**config.mk**
```make
export PLATFORM = sky130hd
export DESIGN_NAME = axil_ext_regbank
export DESIGN_NICKNAME = d
export VERILOG_FILES = /design/src/rtl/axil_ext_pkg.sv /design/src/rtl/axil_ext_wr_collect.sv /design/src/rtl/axil_ext_regbank.sv
export SDC_FILE = /design/constraint.sdc
export NUM_CORES = 1
export LEC_CHECK = 0
export BUFFER_PORTS_ARGS = -buffer_cell sky130_fd_sc_hd__buf_2
export CAP_MARGIN = 0
export CORE_UTILIZATION = 57
export DETAILED_ROUTE_END_ITERATION = 16
export PLACE_DENSITY_LB_ADDON = 0.2
export SETUP_SLACK_MARGIN = 0.5
export SLEW_MARGIN = 20
export SYNTH_ARGS = -nofsm -noshare
export SYNTH_HDL_FRONTEND = slang
export SYNTH_SLANG_ARGS = --single-unit
export TNS_END_PERCENT = 5
```
**constraint.sdc**
```tcl
create_clock -name clk -period 6.2 [get_ports clk]
set_input_delay 1.24 -clock clk [delete_from_list [all_inputs] [get_ports clk]]
set_output_delay 1.24 -clock clk [all_outputs]
set_load 0.05 [all_outputs]
```
**src/rtl/axil_ext_pkg.sv**
```systemverilog
// Shared constants for the external AXI-lite slave port: default widths, window base and clog2.
package axil_ext_pkg;

   localparam int unsigned AXIL_ADDR_W = 32;
   localparam int unsigned AXIL_DATA_W = 32;

   // Base of the external register window in the SoC memory map.
   localparam logic [AXIL_ADDR_W-1:0] EXT_WIN_BASE = 32'h0300_0000;

   function automatic int unsigned clog2(input int unsigned v);
      int unsigned r;
      r = 0;
      for (int unsigned i = 0; i < 32; i++) begin
         if ((64'd1 << i) < 64'(v)) r = i + 1;
      end
      return r;
   endfunction

endpackage

```
**src/rtl/axil_ext_wr_collect.sv**
```systemverilog
// AW/W one-entry holding buffers for an AXI-lite write slave; emits a commit strobe and
// owns the held write response.
module axil_ext_wr_collect
   import axil_ext_pkg::*;
#(
   parameter int unsigned AddrW = AXIL_ADDR_W,
   parameter int unsigned DataW = AXIL_DATA_W
) (
   input  logic               clk_i,
   input  logic               rst_ni,
   input  logic               en_i,
   input  logic               awvalid_i,
   output logic               awready_o,
   input  logic [AddrW-1:0]   awaddr_i,
   input  logic               wvalid_i,
   output logic               wready_o,
   input  logic [DataW-1:0]   wdata_i,
   input  logic [DataW/8-1:0] wstrb_i,
   output logic               bvalid_o,
   input  logic               bready_i,
   output logic               cmt_o,
   output logic [AddrW-1:0]   cmt_addr_o,
   output logic [DataW-1:0]   cmt_data_o,
   output logic [DataW/8-1:0] cmt_strb_o
);

   logic               aw_full_q, aw_full_d;
   logic               w_full_q, w_full_d;
   logic               bvalid_q, bvalid_d;
   logic [AddrW-1:0]   awaddr_q, awaddr_d;
   logic [DataW-1:0]   wdata_q, wdata_d;
   logic [DataW/8-1:0] wstrb_q, wstrb_d;

   assign awready_o  = en_i && !aw_full_q && !bvalid_q;
   assign wready_o   = en_i && !w_full_q && !bvalid_q;
   assign cmt_o      = aw_full_q && w_full_q;
   assign cmt_addr_o = awaddr_q;
   assign cmt_data_o = wdata_q;
   assign cmt_strb_o = wstrb_q;
   assign bvalid_o   = bvalid_q;

   always_comb begin
      aw_full_d = aw_full_q;
      w_full_d  = w_full_q;
      bvalid_d  = bvalid_q;
      awaddr_d  = awaddr_q;
      wdata_d   = wdata_q;
      wstrb_d   = wstrb_q;
      if (awvalid_i && awready_o) begin
         aw_full_d = 1'b1;
         awaddr_d  = awaddr_i;
      end
      if (wvalid_i && wready_o) begin
         w_full_d = 1'b1;
         wdata_d  = wdata_i;
         wstrb_d  = wstrb_i;
      end
      // Fills need !bvalid, so a commit can never overlap a pending response.
      if (cmt_o) begin
         aw_full_d = 1'b0;
         w_full_d  = 1'b0;
         bvalid_d  = 1'b1;
      end
      if (bvalid_q && bready_i) bvalid_d = 1'b0;
   end

   always_ff @(posedge clk_i) begin
      if (!rst_ni) begin
         aw_full_q <= 1'b0;
         w_full_q  <= 1'b0;
         bvalid_q  <= 1'b0;
         awaddr_q  <= '0;
         wdata_q   <= '0;
         wstrb_q   <= '0;
      end else begin
         aw_full_q <= aw_full_d;
         w_full_q  <= w_full_d;
         bvalid_q  <= bvalid_d;
         awaddr_q  <= awaddr_d;
         wdata_q   <= wdata_d;
         wstrb_q   <= wstrb_d;
      end
   end

endmodule

```
**src/rtl/axil_ext_regbank.sv**
```systemverilog
// AXI-lite register bank on the external port with parallel register export.
// Define AXIL_EXT_REGBANK_CYCCNT_EN to map a read-only cycle counter just above the window.
module axil_ext_regbank
   import axil_ext_pkg::*;
#(
   parameter int unsigned        ADDR_W    = AXIL_ADDR_W,
   parameter int unsigned        DATA_W    = AXIL_DATA_W,
   parameter int unsigned        NUM_REGS  = 8,
   parameter logic [ADDR_W-1:0]  BASE_ADDR = EXT_WIN_BASE
) (
   input  logic                       clk,
   input  logic                       resetn,
   input  logic                       ext_awvalid,
   output logic                       ext_awready,
   input  logic [ADDR_W-1:0]          ext_awaddr,
   input  logic                       ext_wvalid,
   output logic                       ext_wready,
   input  logic [DATA_W-1:0]          ext_wdata,
   input  logic [DATA_W/8-1:0]        ext_wstrb,
   output logic                       ext_bvalid,
   input  logic                       ext_bready,
   input  logic                       ext_arvalid,
   output logic                       ext_arready,
   input  logic [ADDR_W-1:0]          ext_araddr,
   output logic                       ext_rvalid,
   input  logic                       ext_rready,
   output logic [DATA_W-1:0]          ext_rdata,
   output logic [NUM_REGS*DATA_W-1:0] reg_out
);

   localparam int unsigned STRB_W = DATA_W / 8;
   localparam int unsigned OFFS   = clog2(STRB_W);
   localparam int unsigned IDX_W  = clog2(NUM_REGS);
`ifdef AXIL_EXT_REGBANK_CYCCNT_EN
   localparam int unsigned DEC_W  = IDX_W + 1;
`else
   localparam int unsigned DEC_W  = IDX_W;
`endif
   localparam int unsigned TAG_SH = OFFS + DEC_W;

   logic                live_q;
   logic                en;
   logic                cmt;
   logic [ADDR_W-1:0]   cmt_addr;
   logic [DATA_W-1:0]   cmt_data;
   logic [STRB_W-1:0]   cmt_strb;
   logic [DATA_W-1:0]   regs_q [NUM_REGS];
   logic [DATA_W-1:0]   regs_d [NUM_REGS];
   logic                rvalid_q;
   logic [DATA_W-1:0]   rdata_q;
   logic [DATA_W-1:0]   rd_val;
   logic [DEC_W-1:0]    wr_idx, rd_idx;
   logic [IDX_W-1:0]    wr_reg, rd_reg;
   logic                wr_in_bank;

   function automatic logic dec_hit(input logic [ADDR_W-1:0] a);
      return (a >> TAG_SH) == (BASE_ADDR >> TAG_SH);
   endfunction

   // Ready is held off until the first clock after reset is released.
   assign en = resetn && live_q;

   axil_ext_wr_collect #(
      .AddrW (ADDR_W),
      .DataW (DATA_W)
   ) u_wr_collect (
      .clk_i      (clk),
      .rst_ni     (resetn),
      .en_i       (en),
      .awvalid_i  (ext_awvalid),
      .awready_o  (ext_awready),
      .awaddr_i   (ext_awaddr),
      .wvalid_i   (ext_wvalid),
      .wready_o   (ext_wready),
      .wdata_i    (ext_wdata),
      .wstrb_i    (ext_wstrb),
      .bvalid_o   (ext_bvalid),
      .bready_i   (ext_bready),
      .cmt_o      (cmt),
      .cmt_addr_o (cmt_addr),
      .cmt_data_o (cmt_data),
      .cmt_strb_o (cmt_strb)
   );

   assign wr_idx = cmt_addr[OFFS +: DEC_W];
   assign rd_idx = ext_araddr[OFFS +: DEC_W];
   assign wr_reg = wr_idx[IDX_W-1:0];
   assign rd_reg = rd_idx[IDX_W-1:0];

`ifdef AXIL_EXT_REGBANK_CYCCNT_EN
   logic [DATA_W-1:0] cyc_q;

   assign wr_in_bank = !wr_idx[IDX_W];

   always_comb begin
      rd_val = '0;
      if (dec_hit(ext_araddr)) begin
         if (!rd_idx[IDX_W])   rd_val = regs_q[rd_reg];
         else if (rd_reg == '0) rd_val = cyc_q;
      end
   end

   always_ff @(posedge clk) begin
      if (!resetn) cyc_q <= '0;
      else         cyc_q <= cyc_q + DATA_W'(1);
   end
`else
   assign wr_in_bank = 1'b1;

   always_comb begin
      rd_val = '0;
      if (dec_hit(ext_araddr)) rd_val = regs_q[rd_reg];
   end
`endif

   always_comb begin
      regs_d = regs_q;
      if (cmt && dec_hit(cmt_addr) && wr_in_bank) begin
         for (int k = 0; k < STRB_W; k++) begin
            if (cmt_strb[k]) regs_d[wr_reg][8*k +: 8] = cmt_data[8*k +: 8];
         end
      end
   end

   assign ext_arready = en && !rvalid_q;
   assign ext_rvalid  = rvalid_q;
   assign ext_rdata   = rdata_q;

   // Read samples regs_q, so a same-edge commit returns the pre-write value.
   always_ff @(posedge clk) begin
      if (!resetn) begin
         live_q   <= 1'b0;
         rvalid_q <= 1'b0;
         rdata_q  <= '0;
         regs_q   <= '{default: '0};
      end else begin
         live_q <= 1'b1;
         regs_q <= regs_d;
         if (ext_arvalid && ext_arready) begin
            rdata_q  <= rd_val;
            rvalid_q <= 1'b1;
         end else if (rvalid_q && ext_rready) begin
            rvalid_q <= 1'b0;
         end
      end
   end

   for (genvar i = 0; i < NUM_REGS; i++) begin : g_out
      assign reg_out[i*DATA_W +: DATA_W] = regs_q[i];
   end

endmodule

```
# Word level (Yosys, flattened, before mapping)
# Cells that the tools add are included.
# word_totals
reg_bits	361
output_inout_bits	293
word_cells	72
input_bits	107
# classes
reduce_logical	21
order_cmp	3
eq_ne	2
n_mux	26
n_bitwise	3
# ops
operator	n
256-bit 2-to-1 mux	7
256-bit bitwise mux	4
32-bit demux with 3-bit select	4
32-bit 2-to-1 mux	4
32-bit binary-select mux with 3-bit select	1
27-bit by 21-bit == test with 1-bit output, second input constant	2
24-bit 2-to-1 mux	1
16-bit 2-to-1 mux	1
1-bit logical AND	14
4-bit >= comparator, second input constant	2
8-bit 2-to-1 mux	1
3-bit inverter with 4-bit output	2
1-bit logical NOT	4
4-bit by 1-bit less-than comparator with 1-bit output, second input constant	1
2-bit OR reduction	2
1-bit 2-to-1 mux	3
2-bit nonzero test	1
1-bit inverter	1

# Longest topological paths before layout
# depth
depth_word	16
depth_mapped	9
mapped_depth_nobuf	5

# Modules after synthesis
# Synthesis repeated with hierarchy kept, for this count alone.
# unflattened
hier_cells	1891
hier_area_um2	17558.1
# modules_own_cells
mod	instances	area_each_um2	cells_per_inst	seq_area_each_um2
axil_ext_regbank	1	14656.6	1581	5805.6
axil_ext_wr_collect	1	2901.5	310	1421.4

# Worst setup path before layout
# No wires, ideal clock.
# synth_timing
path_type	input -> output
from	input resetn
to	output ext_awready
n_path_buf	0
cell_stages	2
arrival_time_ps	2417
required_ps	4960
slack_ps	2543
path_cell_list	nand2_1 > nor3_1
# synth_via
elab_chain_len	3
# synth_rtl
item	line_no	rtl
start: declaration	axil_ext_regbank.sv:12	input logic resetn,
1-bit logical AND	axil_ext_regbank.sv:61	assign en = resetn && live_q;
1-bit logical AND (2 in series)	axil_ext_wr_collect.sv:34	assign awready_o = en_i && !aw_full_q && !bvalid_q;
end: declaration	axil_ext_regbank.sv:14	output logic ext_awready,
# Every way passes these cells.

# Worst setup path in the final report
# layout_timing
from	input resetn
to	output ext_wready
# layout_via
elab_chain_len	3
# layout_rtl
item	line_no	rtl
1-bit logical AND	axil_ext_regbank.sv:61	
1-bit logical AND (2 in series)	axil_ext_wr_collect.sv:35	assign wready_o = en_i && !w_full_q && !bvalid_q;
end: declaration	axil_ext_regbank.sv:17	output logic ext_wready,
# Every way passes these cells.

==> flow_metrics.tcl <==
set metrics [dict create \
    status "finished, final reports clean" \
    timing.critical_path.from_type "input pin" \
    hold_class "register to register" \
    drc 0 \
    setup.worst_path.start "resetn" \
    htree_levels 2 \
    worst-endpoint-arrival_ps 2480 \
    report.final.slew_viol_count 0 \
    hold_viol_final 0 \
    syn-num-nets 1640 \
    drt_first_iter_violations 1110 \
    max_freq_mhz 269 \
    termination_of_the_worst_setup_path "ext_wready" \
    wire_length_of_the_first_global_routing_pass_mm 63.2 \
    core-area_mm2 0.0253 \
    fp.dieArea_mm2 0.0265 \
    proportion_of_synthesized_chip_area_in_sequential_cells 0.488 \
    maximum_capacitance_violations 0 \
    grt_antenna_before_repair 4 \
    synth_area_per_cell_um2 9.60 \
    cell_area_synth_mm2 0.0147 \
    asyncSetResetFlopFracSynth 0 \
    i_o_pins 400 \
    setup_violations 0 \
    tightest_slew_margin_relative_to_the_limit 0.254 \
    place_congestion 0.823 \
    cts_tree "built" \
    crit-reg2reg-launch "u_wr_collect.cmt_addr_o[25]" \
    critical_path_class "input pin to output port" \
    clock_tree.buffer_depth 3 \
    layout.filler_cells 1965 \
    ctsHoldBuffers 0 \
    detail_route.wirelength_mm 41.1 \
    route.detailed.wl_per_inst_um 18.6 \
    tritoncts.num_buffers 38 \
    clkSlewWorstSetupHoldPaths_ps 60 \
    tightestPinTransition_ps 1120 \
    floorplan.initialDensity 0.583 \
    pin_count_of_the_biggest_net_entering_global_routing 113 \
    synth_seq_cells 359 \
    power.density_mw_per_mm2 269 \
    nets 1955 \
    reg2reg_slack_ps 2950 \
    ir_drop_v 0.000199 \
    timing.final.ws_setup_ps 2480 \
    drt.antenna.violating_nets 0 \
    postSynthCellCount 1533 \
    worstRegToRegCells 6 \
    layout-drive-gt1-share 0.303 \
    worst_clock_skew_ps 13.4 \
    buffer_ports.inserted 395 \
    ys_dominant_reg_cell "dfxtp_1" \
    post_cts.resized_instances 0 \
    grt_overflow_total 0 \
    ys_warn_count 0 \
    cts-root-buf "clkbuf_16" \
    globalRouteTotalUtil 0.303 \
    chipHeight_um 163 \
    postLayoutCoreUtil 0.710 \
    netlist-cell-type-count 31 \
    post-place-ws_ps 2540 \
    num_vias 12793 \
    tritoncts_num_sinks 359 \
    detailedPlacementHpwl_mm 28.2 \
    synth_enable_flop_cells 0 \
    drtPass1Iterations 5 \
    cp_max_fo 70 \
    via_per_inst 5.80 \
    areaGrowthSynthToFinish_pct 21.9 \
    row_count 58 \
    chipWidth_um 163 \
    grt_setup_unrepaired "no" \
    timing.final.crit_period_ps 3720 \
    cp.required_ps 4960 \
    fin_setup_tns_ps 0 \
    clock_latency_ps 520 \
    grt_pass1_vias 11449 \
    power.total_mw 4.82 \
    post_cts_buffers 0 \
    worst_setup_path_end_kind "output port" \
    worst_r2r_endpoint "reg_out[81]" \
    final_min_period_over_clock_period 0.599 \
    cellLeakagePower_nw 7.61 \
]
## synthesized netlist by cell type (32+ instances only)
library cell  instances  area share
o21ai_0             153       0.052
nand2b_1             35       0.015
buf_2                46       0.016
a22oi_1              32       0.016
nand3_1             257       0.087
nand2_1             235       0.060
clkbuf_1             50       0.013
nor2b_1              32       0.014
a21boi_0             69       0.035
dfxtp_1             359        0.49
o21ai_1             103       0.035
mux4_2               64       0.098
## worst max-delay path, cell delays in order
cell     delay (ps)
buf_8           310
nand2_1         130
nor3_1          420
buf_2           370
## placed cells by master (no fill, tap or decap), types with 3 or more instances in the layout
cell type and n:
nor3_1 4, buf_2 391, o21ai_0 153, a22oi_1 32
diode_2 3, clkinv_2 6, buf_4 12, clkbuf_1 6
nand3_1 257, nand4_4 30, o21ai_1 103, dfxtp_1 359
nor4_1 6, clkbuf_16 41, nand4_1 3, clkbuf_8 9
mux4_2 64, a21boi_0 69, nand2_1 233, nor2b_1 32
nand2b_1 35
## layer usage
metal / part of all wire / global-route usage / routed length, µm
met5: 0.00058 / 0 / 24
met4: 0.044 / 0.132 / 1800
met3: 0.066 / 0.0547 / 2710
met2: 0.47 / 0.484 / 19100
met1: 0.42 / 0.404 / 17400
## kinds of logic (layout without fill, tap and decap cells)
family	after synthesis	in the layout	synth area share
AOI/OAI and AO/OA	357	357	0.139
DFF	359	359	0.488
buffers and inverters	129	470	0.0386
muxes	65	65	0.0986
other	0	3	0
and+or+nand+nor	623	623	0.236
## worst min-delay path by stage
stage / slack, ps / endpoint / cells after the start / startpoint
6_report: 460 / u_wr_collect.cmt_data_o[27] / 2 / u_wr_collect.cmt_data_o[27]
5_1_grt: 480 / u_wr_collect.cmt_data_o[18] / 2 / u_wr_collect.cmt_data_o[18]
4_1_cts: 470 / u_wr_collect.cmt_addr_o[7] / 2 / u_wr_collect.cmt_addr_o[7]
3_5_place_dp: 460 / u_wr_collect.cmt_data_o[25] / 2 / u_wr_collect.cmt_data_o[25]
3_3_place_gp: 450 / u_wr_collect.cmt_addr_o[9] / 2 / u_wr_collect.cmt_addr_o[9]
2_1_floorplan: 440 / u_wr_collect.cmt_addr_o[12] / 2 / u_wr_collect.cmt_addr_o[12]
## through the flow
stage                     std cells  hold slack, ps  cell area [µm²]
after floorplan                1533             438            14700
after detailed placement       2138             458            16600
after global placement         2138             450            16600
after CTS                      2204             466            17900
after global routing           2207             484            17900
final                          2207             463            17900
## power breakdown
part           switching (mW)  leakage (nW)  total [mW]  internal, mW
combinational           0.123          4.08       0.194        0.0706
sequential             0.0142          2.89        2.34          2.32
clock                   0.899         0.633        2.29          1.39
total                    1.04          7.61        4.82          3.78
## layout make-up
cell class	count	area (µm²)	area share
clock inverters	10	106	0.00593
clock buffers	56	1170	0.0654
diodes	3	7.51	0.000419
flip-flops and latches	359	7190	0.401
multi-input cells	1045	6990	0.390
well taps	330	413	0.0230
repair buffers	404	2060	0.115
## flip-flops by register name, summed over array words and instances, names as in the netlist
| name | flops |
|---|---|
| u_wr_collect.w_full_q | 1 |
| u_wr_collect.cmt_addr_o | 30 |
| u_wr_collect.cmt_strb_o | 4 |
| u_wr_collect.bvalid_o | 1 |
| u_wr_collect.aw_full_q | 1 |
| ext_rdata | 32 |
| u_wr_collect.cmt_data_o | 32 |
| ext_rvalid | 1 |
| live_q | 1 |
| reg_out | 256 |
No activity file was read; power rests on OpenSTA's default activity.
